## src/rtl/matrix_mult_pkg.sv

```systemverilog
// matrix_mult_pkg: shared matrix-mult constants, job descriptor and output-writer helpers
package matrix_mult_pkg;
    localparam int WIDTH = 8;
    localparam int ROW = 4;
    localparam int COL = 4;
    localparam int O_SIZE = 512;
    localparam int OUT_WIDTH = 2 * WIDTH + $clog2(ROW);
    localparam int OUT_DATA_WIDTH = COL * OUT_WIDTH;
    localparam int ADDR_W = $clog2(O_SIZE);
    localparam int ROWS_W = 16;

    typedef enum logic [1:0] {WR_IDLE, WR_COLLECT, WR_FINISH} wr_state_t;

    typedef struct packed {
        logic [ROWS_W-1:0] i_rows;
        logic [7:0]        w_cols;
        logic [ADDR_W-1:0] psum_offset;
        logic [ADDR_W-1:0] o_offset_w;
        logic              accum_en;
    } data_config_struct;

    // w_cols of 0 or beyond COL enables every lane
    function automatic logic [COL-1:0] col_mask(input logic [7:0] w);
        logic [COL-1:0] m;
        for (int c = 0; c < COL; c++)
            m[c] = (w == 8'd0) || (int'(w) > COL) || (c < int'(w));
        return m;
    endfunction

    function automatic logic [ADDR_W-1:0] wrap_addr(input logic [ADDR_W-1:0] base, input logic [ROWS_W-1:0] r);
        logic [ROWS_W:0] s;
        s = (ROWS_W+1)'(base) + (ROWS_W+1)'(r);
        return ADDR_W'(s % (ROWS_W+1)'(O_SIZE));
    endfunction

    function automatic logic [OUT_DATA_WIDTH-1:0] lane_add(input logic [OUT_DATA_WIDTH-1:0] a, input logic [OUT_DATA_WIDTH-1:0] b);
        logic [OUT_DATA_WIDTH-1:0] y;
        for (int c = 0; c < COL; c++)
            y[c*OUT_WIDTH +: OUT_WIDTH] = a[c*OUT_WIDTH +: OUT_WIDTH] + b[c*OUT_WIDTH +: OUT_WIDTH];
        return y;
    endfunction
endpackage

```

## src/rtl/matrix_mult_deskew.sv

```systemverilog
// matrix_mult_deskew: fixed-depth register delay for one array column (data and valid)
module matrix_mult_deskew #(
    parameter int DEPTH = 1,
    parameter int W = 18
) (
    input  logic         clk,
    input  logic         rst,
    input  logic         in_valid,
    input  logic [W-1:0] in_data,
    output logic         out_valid,
    output logic [W-1:0] out_data
);
    logic [DEPTH-1:0] v;
    logic [W-1:0]     d [DEPTH];

    always_ff @(posedge clk or posedge rst)
        if (rst) begin
            v <= '0;
            for (int i = 0; i < DEPTH; i++) d[i] <= '0;
        end else begin
            v[0] <= in_valid;
            d[0] <= in_data;
            for (int i = 1; i < DEPTH; i++) begin
                v[i] <= v[i-1];
                d[i] <= d[i-1];
            end
        end

    assign out_valid = v[DEPTH-1];
    assign out_data = d[DEPTH-1];
endmodule

```

## src/rtl/matrix_mult_out_writer.sv

```systemverilog
// matrix_mult_out_writer: deskews array column results into rows, optionally adds
// a partial-sum row, and writes each row to output memory
import matrix_mult_pkg::*;

module matrix_mult_out_writer (
    input  logic                      clk,
    input  logic                      rst,
    input  logic                      start,
    input  data_config_struct         cfg,
    input  logic [COL-1:0]            arr_valid,
    input  logic [OUT_DATA_WIDTH-1:0] arr_data,
    output logic                      psum_rd_en,
    output logic [ADDR_W-1:0]         psum_rd_addr,
    input  logic [OUT_DATA_WIDTH-1:0] psum_rd_data,
    output logic                      o_wr_en,
    output logic [ADDR_W-1:0]         o_wr_addr,
    output logic [OUT_DATA_WIDTH-1:0] o_wr_data,
    output logic                      busy,
    output logic                      done,
    output logic                      skew_err
);
    wr_state_t                 state, state_n;
    data_config_struct         job;
    logic [ROWS_W-1:0]         iss_cnt, wr_cnt;
    logic [COL-1:0]            dv, lane_m;
    logic [OUT_DATA_WIDTH-1:0] dd, masked, s1_data;
    logic                      accept;

    // column c lags column 0 by c cycles, so it needs COL-1-c stages to line up
    for (genvar c = 0; c < COL; c++) begin : g_col
        if (c == COL - 1) begin : g_direct
            assign dv[c] = arr_valid[c];
            assign dd[c*OUT_WIDTH +: OUT_WIDTH] = arr_data[c*OUT_WIDTH +: OUT_WIDTH];
        end else begin : g_delay
            matrix_mult_deskew #(.DEPTH(COL - 1 - c), .W(OUT_WIDTH)) u_deskew (
                .clk(clk),
                .rst(rst),
                .in_valid(arr_valid[c]),
                .in_data(arr_data[c*OUT_WIDTH +: OUT_WIDTH]),
                .out_valid(dv[c]),
                .out_data(dd[c*OUT_WIDTH +: OUT_WIDTH])
            );
        end
    end

    assign lane_m = col_mask(job.w_cols);
    assign accept = (state == WR_COLLECT) && dv[0] && (iss_cnt < job.i_rows);
    assign skew_err = (state == WR_COLLECT) && dv[0] && |((dv ^ {COL{dv[0]}}) & lane_m);
    assign psum_rd_en = accept && job.accum_en;
    assign psum_rd_addr = psum_rd_en ? wrap_addr(job.psum_offset, iss_cnt) : '0;
    assign o_wr_data = !o_wr_en ? '0 : job.accum_en ? lane_add(s1_data, psum_rd_data) : s1_data;
    assign busy = state == WR_COLLECT;
    assign done = state == WR_FINISH;

    always_comb begin
        masked = '0;
        for (int c = 0; c < COL; c++)
            masked[c*OUT_WIDTH +: OUT_WIDTH] = lane_m[c] ? dd[c*OUT_WIDTH +: OUT_WIDTH] : '0;
    end

    always_comb begin
        state_n = state;
        case (state)
            WR_IDLE:    if (start) state_n = (cfg.i_rows == '0) ? WR_FINISH : WR_COLLECT;
            WR_COLLECT: if (o_wr_en && (wr_cnt + ROWS_W'(1)) == job.i_rows) state_n = WR_FINISH;
            default:    state_n = WR_IDLE;
        endcase
    end

    always_ff @(posedge clk or posedge rst)
        if (rst) begin
            state <= WR_IDLE;
            job <= '0;
            iss_cnt <= '0;
            wr_cnt <= '0;
            o_wr_en <= 1'b0;
            o_wr_addr <= '0;
            s1_data <= '0;
        end else begin
            state <= state_n;
            if (state == WR_IDLE && start) begin
                job <= cfg;
                iss_cnt <= '0;
                wr_cnt <= '0;
            end else begin
                iss_cnt <= iss_cnt + ROWS_W'(accept);
                wr_cnt <= wr_cnt + ROWS_W'(o_wr_en);
            end
            o_wr_en <= accept;
            o_wr_addr <= accept ? wrap_addr(job.o_offset_w, iss_cnt) : '0;
            s1_data <= accept ? masked : '0;
        end
endmodule
```

## config.mk

```make
export PLATFORM = sky130hd
export DESIGN_NAME = matrix_mult_out_writer
export DESIGN_NICKNAME = d
export VERILOG_FILES = /design/src/rtl/matrix_mult_pkg.sv /design/src/rtl/matrix_mult_deskew.sv /design/src/rtl/matrix_mult_out_writer.sv
export SDC_FILE = /design/constraint.sdc
export NUM_CORES = 1
export LEC_CHECK = 0
export CAP_MARGIN = 20
export CORE_AREA = 2 2 182 184
export DETAILED_ROUTE_END_ITERATION = 8
export DIE_AREA = 0 0 184 186
export GPL_ROUTABILITY_DRIVEN = 0
export PLACE_DENSITY = 0.71
export REMOVE_ABC_BUFFERS = 1
export SLEW_MARGIN = 25
export SYNTH_ARGS = -nofsm -noshare
export SYNTH_HDL_FRONTEND = slang
export SYNTH_SLANG_ARGS = --single-unit
```

## constraint.sdc

```tcl
create_clock -name clk -period 13.01 [get_ports clk]
set_clock_uncertainty 0.2 [all_clocks]
set_input_delay 2.602 -clock clk [delete_from_list [all_inputs] [get_ports clk]]
set_output_delay 2.602 -clock clk [all_outputs]
set_load 0.01 [all_outputs]
```

# Word level (Yosys, flattened, before mapping)
# Index checks and enable logic that the tools add are counted.
[classes]
mux = 15
bitwise = 2
n_eq_ne = 5
shifts = 0
multipliers = 0
n_div = 0
addsub = 9
reduce_logical = 16
magnitude_cmp = 6
[op_table]
columns = ["op", "count"]
rows = [
  ["$mux 72", 3],
  ["$add 18x18->18", 4],
  ["$mux 18", 4],
  ["$add 16x1->16", 2],
  ["$mux 16", 2],
  ["$add 9x9->9", 2],
  ["$mux 9", 2],
  ["$add 16x1->16 const B", 1],
  ["$eq 16x16->1", 1],
  ["$logic_not 16->1", 1],
  ["$lt 1x8->1 const A", 2],
  ["$lt 16x16->1", 1],
  ["$lt 2x8->1 const A", 2],
  ["$gt 8x3->1 const B", 1],
  ["$logic_not 8->1", 1],
  ["$logic_and 1x1->1", 6],
  ["$mux 2", 3],
  ["$logic_or 1x1->1", 5],
  ["$and 4x4->4", 1],
  ["$pmux 2 s2", 1],
  ["$reduce_or 4->1", 1],
  ["$xor 4x4->4", 1],
  ["$eq 2x1->1 const B", 1],
  ["$eq 2x2->1 const B", 1],
  ["4 further kinds", 4],
]
[word_totals]
output_inout_bits = 95
input_bits = 194
latchBits = 0
mem_bits_ro = 0
memories = 0
mem_bits_rw = 0
register_bits = 273

# Logic depth before layout (Yosys ltp)
# Gate-level depths: netlist of run 1.
[depth]
word_depth = 6
mapped_depth = 14
ltp_nobuf = 13

# Hierarchy
# A second synthesis of run 1 with hierarchy kept.
[hier_totals]
hier_cells = 1346
area_unflattened_um2 = 14361.3
[modules_own_cells]
columns = ["module", "seq_area_each_um2", "area_each_um2", "instances", "cells_each"]
rows = [
  ["matrix_mult_out_writer", 3978.8, 11227.0, 1, 1193],
  ["matrix_mult_deskew at g_col[0].g_delay.u_deskew", 1426.4, 1565.3, 1, 76],
  ["matrix_mult_deskew at g_col[1].g_delay.u_deskew", 950.9, 1089.8, 1, 57],
  ["matrix_mult_deskew at g_col[2].g_delay.u_deskew", 475.5, 479.2, 1, 20],
]

# Worst setup path before layout of run 1
# No wires, ideal clock.
[synth_path]
kind = "input port to output port"
startpoint = "input psum_rd_data[54]"
endpoint = "output o_wr_data[68]"
setup_slack_ns = 5.392
cell_stages = 9
arrival_time_ns = 4.816
path_cell_list = "ha_1 > fa_1 > a21o_1 > a221oi_1 > nand3_1 > a31oi_1 > a21oi_1 > o211a_1 > nor3_1"
[synth_between]
elab_chain_cells = 3
[synth_rtl]
columns = ["element", "line", "text"]
rows = [
  ["start: declaration", "matrix_mult_out_writer.sv:14", "input logic [OUT_DATA_WIDTH-1:0] psum_rd_data,"],
  ["$add 18x18->18", "matrix_mult_pkg.sv:39", "y[c*OUT_WIDTH +: OUT_WIDTH] = a[c*OUT_WIDTH +: OUT_WIDTH] + b[c*OUT_WIDTH +: OUT_WIDTH];"],
  ["$mux 72 (2 in a row)", "matrix_mult_out_writer.sv:51", "assign o_wr_data = !o_wr_en ? '0 : job.accum_en ? lane_add(s1_data, psum_rd_data) : s1_data;"],
  ["end: declaration", "matrix_mult_out_writer.sv:17", "output logic [OUT_DATA_WIDTH-1:0] o_wr_data,"],
]
# No other way between the ends.

# Worst setup path after layout of run 1
# Ends and elaborated chain as after synthesis.

==> results of run 1 <==
==> state kept, by name, summed over array words and instances, names as in the netlist <==
register,flops
g_col.g_delay.u_deskew.d,54
g_col.g_delay.u_deskew.out_data,54
g_col.g_delay.u_deskew.out_valid,1
g_col.g_delay.u_deskew.v,5
iss_cnt,16
job,43
o_wr_addr,9
o_wr_en,1
s1_data,72
state,2
wr_cnt,16
==> placed cells by master (no fill, tap or decap), drive strengths merged, types with 4 or more instances in the layout <==
master         instances
clkdlybuf4s50        288
dfrtp                273
nor2                 112
ha                   104
nand2                 97
and2                  84
a21oi                 75
o21ai                 73
xnor2                 58
mux2i                 42
inv                   40
xor2                  39
clkbuf                39
nand3                 37
a21o                  36
mux2                  27
and3                  26
nor3                  23
nand4                 20
nor2b                 18
a211oi                16
o21bai                10
or3                   10
buf                   10
o21a                   9
o211ai                 8
nor4                   8
nand2b                 7
a221o                  7
o2111ai                6
a31oi                  6
a211o                  6
fa                     6
clkinv                 6
nand3b                 5
o22ai                  5
bufinv                 5
o41ai                  4
a221oi                 4
o311ai                 4
==> power by group <==
group / internal, uW / total [uW] / switching (uW)
Clock: 553 / 901 / 348
Combinational: 584 / 1170 / 590
Sequential: 989 / 1130 / 143
Total: 2130 / 3210 / 1080
==> layer usage <==
layer / vias to the layer above / global-route usage, % / part of all wire [%] / routed length (um)
met3: 51 / 5.420 / 7.9 / 2929
met5: - / 0 / 0 / 0
li1: 5495 / - / - / -
met2: 344 / 37.15 / 48 / 17620
met1: 5492 / 27.20 / 42 / 15670
met4: 0 / 5.632 / 2.0 / 752
==> kinds of logic after synthesis <==
group           Yosys count
buf+inv                  83
flops                   273
compound gates          292
mux                      69
fa+ha+maj               110
xor+xnor                 97
simple gates            462
==> final timing paths <==
check	startpoint	endpoint	slack, ns	cells after the start
setup / recovery	psum_rd_data[54]	o_wr_data[68]	4.14	11
hold / removal	g_col[0].g_delay.u_deskew.d[27]	g_col[0].g_delay.u_deskew.out_data[9]	0.14	0
setup reg to reg	iss_cnt[1]	iss_cnt[13]	9.49	12
hold reg to reg	g_col[0].g_delay.u_deskew.d[27]	g_col[0].g_delay.u_deskew.out_data[9]	0.14	0
max in group asynchronous	rst	g_col[1].g_delay.u_deskew.v[0]	8.97	3
min in group asynchronous	rst	g_col[0].g_delay.u_deskew.d[37]	2.36	2
==> cell type report <==
type	instances	area share (%)
repair buffers	298	15.78
clock buffers	39	4.441
inverters	38	0.7990
multi-input cells	1030	38.62
flip-flops and latches	273	36.38
diodes	3	0.03995
well taps	408	2.717
clock inverters	14	1.225
==> per-stage QoR <==
step	hold WS, ns	cells
final	0.1444	2103
after floorplan	0.1312	1341
after global routing	0.1461	2102
after detailed placement	0.1347	2047
after global placement	0.1319	2047
after CTS	0.1447	2100
==> qor.yml, run 1 <==
status: "complete, no violations"
crit_type: "input port to primary output"
row_count: 66
syn_area_sq_um: 14410
synth_adder_area_share_pct: 9.865
viasPerCell: 5.412
routedWlPerCell_um: 17.58
crit_required_ns: 10.21
coreArea_sq_um: 32210
regArea_sq_um: 6835
synthSimpleGateAreaFrac_pct: 16.32
dr.pass1.iters: 4
netlist.area_leader.share_pct: 47.42
post_dp_cell_area_sq_um: 17710
io_buffers: 288
p_per_area_nw_per_um2: 170.7
timing.final.crit_period_ns: 8.866
ios: 289
grt_util_all_layers_pct: 21.60
setup_ws_ns: 4.144
synth.top_cells.by_area: "dfrtp_1, ha_1, and2_1"
yosysMostFrequentCell: "dfrtp_1"
htreeDepth: 1
drt_iter0_drc: 547
yosysWarningCount: 0
start_util_pct: 44.74
nets: 1975
die_height_um: 186
die_w_um: 184
synth_top_area_cell: "dfrtp_1"
hold_viol: 0
synthTopCellsByCount: "dfrtp_1, nor2_1, ha_1, nand2_1, and2_1"
synth.distinct_cells: 72
synth_ff_type: "dfrtp_1"
seq_area_frac_synth_pct: 47.42
max-slew-margin-rel_pct: 34.84
hold_path_class: "flip-flop to flip-flop"
total_power_uw: 3207
fillers: 2729
slew_violations: 0
fin_util_pct: 58.35
fin_area_sq_um: 18790
antenna_found_initial: 2
ir_drop_mv: 0.1669
synth_top_family_by_area: "simple AND/OR/NAND/NOR gates"
avgSynthCellArea_sq_um: 10.40
grt_pass1_vias: 11550
p_leak_uw: 0.008438
clock-sinks: 273
dieArea_sq_um: 34220
pre_cts_ws_ns: 4.179
muxShareOfSynthArea_pct: 5.028
routed_wl_mm: 36.97
grt_pass1_wl_mm: 58.79
worst-path-buf-inv: 2
clkLatencyLatePin_ns: 0.55
rsz0062_at_grt: "no"
path_common_cell: "clkdlybuf4s50_1"
drive_above_1_share_pct: 5.910
drc: 0
worstPathCellList: "clkdlybuf4s50_1, ha_1, fa_1, a21o_1, a221oi_1, nand3_1, a31oi_1, a21oi_1, o211a_1, nor3_1, clkdlybuf4s50_1"
finalCritPeriodShare_pct: 68.15
synth_xor_area_share_pct: 5.897
synth_compound_area_share_pct: 13.16
cts_tree: "done"
synthCells: 1386
worstPathMaxFanout: 4
grt_max_degree: 116
synth-edff-count: 0
multiInputGateArea_sq_um: 7257
setup_tns_ns: 0
max_freq_mhz: 112.8
max_stage_delay_ns: 0.61
setup_viol_count_final: 0
cap_viol_max_count: 0
cp-start-kind: "input port"
cp-end-kind: "primary output"
ys_seq_elements: 273
cts_setup_buffers: 0
cts.repair.resized: 0
cp_slowest_cell: "a221oi_1"
area_growth_pct: 30.42
final_antenna_net_count: 0
path_delay_family: "compound AO/OA/AOI/OAI gates"
cts-buffers-inserted: 30
dp_hpwl_mm: 26.99
worst_pin_slew_ns: 0.9774
vias: 11380
clockBufferDepth: 3
clockRootBuffer: "clkbuf_16"
worstPathArrival_ns: 6.06
ctsHoldBuffers: 0
cts.reportedPaths.clkPinSlew_ns: 0.06
grt_overflow: 0
ys_async_sr_fraction_pct: 100.0
Note: power is estimated with default switching activity, not from simulation.
==> run 2, diff against run 1 <==
clock period = 8.5 ns   (was 13.01 ns; I/O delays follow)
==> run 2 against run 1 <==
Effect of this change: cell count is essentially flat; via count is 0.72% lower; sequential cell count unchanged; sequential share of layout area up 0.21 points; largest cell class unchanged; critical path depth is the same; register-to-register slack lost 4.5 ns; die area unchanged; power increased by 49%.
==> qor.yml, run 2 (synthesized netlist as in run 1, its figures left out) <==
status: "complete, no violations"
row_count: 66
max-slew-margin-rel_pct: 33.69
final_antenna_net_count: 0
cp-start-kind: "input port"
worst_pin_slew_ns: 0.9947
multiInputGateArea_sq_um: 7257
cts_setup_buffers: 0
drt_iter0_drc: 488
io_buffers: 288
grt_pass1_wl_mm: 57.75
crit_type: "input port to primary output"
area_growth_pct: 29.67
p_leak_uw: 0.008375
drc: 0
start_util_pct: 44.74
vias: 11300
grt_overflow: 0
setup_ws_ns: 1.490
antenna_found_initial: 3
die_w_um: 184
drive_above_1_share_pct: 5.618
layout_common_cells: "clkdlybuf4s50_1, dfrtp_1, nor2_1, ha_1, nand2_1"
ios: 289
total_power_uw: 4764
clockRootBuffer: "clkbuf_16"
pre_cts_ws_ns: 1.485
p_per_area_nw_per_um2: 255.0
cts_tree: "done"
grt_pass1_vias: 11320
worst-path-buf-inv: 2
cts.repair.resized: 0
fillers: 2713
grt_util_all_layers_pct: 21.28
slew_violations: 0
htreeDepth: 1
finalCritPeriodShare_pct: 82.47
cp-end-kind: "primary output"
clkLatencyLatePin_ns: 0.56
nets: 1973
crit_required_ns: 6.60
final_common_cell: "clkdlybuf4s50_1"
routed_wl_mm: 36.56
die_height_um: 186
dp_hpwl_mm: 26.59
largest-register: "s1_data"
viasPerCell: 5.378
max_freq_mhz: 142.6
finalNonFillerCells: 2101
path_delay_family: "compound AO/OA/AOI/OAI gates"
clockBufferDepth: 3
cts.reportedPaths.clkPinSlew_ns: 0.06
ctsHoldBuffers: 0
routedWlPerCell_um: 17.40
rsz0062_at_grt: "no"
worstPathCellList: "clkdlybuf4s50_1, ha_1, fa_1, a21o_1, a221oi_1, nand3_1, a31oi_1, a21oi_1, o211a_1, nor3_1, clkdlybuf4s50_1"
clock-sinks: 273
largest_reg_flops: 72
dr.pass1.iters: 5
worstPathMaxFanout: 4
fin_util_pct: 58.01
timing.final.crit_period_ns: 7.010
worstPathArrival_ns: 5.11
max_stage_delay_ns: 0.56
hold_viol: 0
cap_viol_max_count: 0
path_common_cell: "clkdlybuf4s50_1"
regArea_sq_um: 6835
setup_viol_count_final: 0
fin_area_sq_um: 18680
cts-buffers-inserted: 29
hold_path_class: "flip-flop to flip-flop"
post_dp_cell_area_sq_um: 17720
placed_cells_incl_taps: 2046
cp_slowest_cell: "a221oi_1"
dieArea_sq_um: 34220
coreArea_sq_um: 32210
ir_drop_mv: 0.1806
grt_max_degree: 154
[run 2: cell types whose count changed in the layout (fill, tap and decap cells not counted), sizes merged]
cell / previous run / this run
buf: 10 / 9
bufinv: 5 / 2
clkbuf: 39 / 42
clkinv: 6 / 4
clkinvlp: 1 / 4
diode: 3 / 2
inv: 40 / 39
[run 2: final cells by class]
cell class | count | share of cell area (%)
Inverter | 38 | 0.8037
Sequential cell | 273 | 36.59
Timing Repair Buffer | 297 | 15.86
Multi-Input combinational cell | 1030 | 38.85
Antenna cell | 2 | 0.02679
Clock inverter | 11 | 0.7300
Clock buffer | 42 | 4.414
Tap cell | 408 | 2.733
[run 2: through the flow]
stage / hold slack [ns] / setup TNS [ns]
floorplan: 0.1312 / -252.18
global placement: 0.1324 / 0
detailed placement: 0.1347 / 0
CTS: 0.1458 / 0
global route: 0.1515 / 0
finish: 0.1445 / 0
[run 2: worst register-to-register path, stage by stage (launching register included)]
cell and delay (ns):
dfrtp_1 0.36, inv_1 0.07, ha_1 0.31, a21o_1 0.17, a21o_1 0.17, a21oi_1 0.16
o2111ai_1 0.16, a41oi_2 0.19, buf_4 0.33, ha_1 0.27, nand3_1 0.21, nor3_1 0.42
nand3_1 0.15, xor2_1 0.16, nor2_1 0.06
[run 2: report_power, final]
part / internal [uW] / switching (uW) / total, uW
registers: 1510 / 218 / 1730
logic: 891 / 884 / 1780
clock network: 738 / 518 / 1260
[run 2: path summary, 6_finish.rpt]
path,slack [ns],startpoint,endpoint,depth (start not counted)
min in group asynchronous,1.51,rst,g_col[0].g_delay.u_deskew.d[37],2
min,0.14,g_col[0].g_delay.u_deskew.d[20],g_col[0].g_delay.u_deskew.out_data[2],0
max reg2reg,4.97,job[36],iss_cnt[15],14
max,1.49,psum_rd_data[54],o_wr_data[68],11
max in group asynchronous,5.27,rst,wr_cnt[9],3
min reg2reg,0.14,g_col[0].g_delay.u_deskew.d[20],g_col[0].g_delay.u_deskew.out_data[2],0
[run 2: routing by layer]
| layer | global-route usage [%] | share of wire [%] | vias up |
|---|---|---|---|
| li1 | - | - | 5505 |
| met1 | 26.87 | 43 | 5409 |
| met2 | 36.02 | 47 | 313 |
| met3 | 5.146 | 7.7 | 71 |
| met4 | 6.976 | 2.8 | 2 |
| met5 | 0 | 0.036 | - |
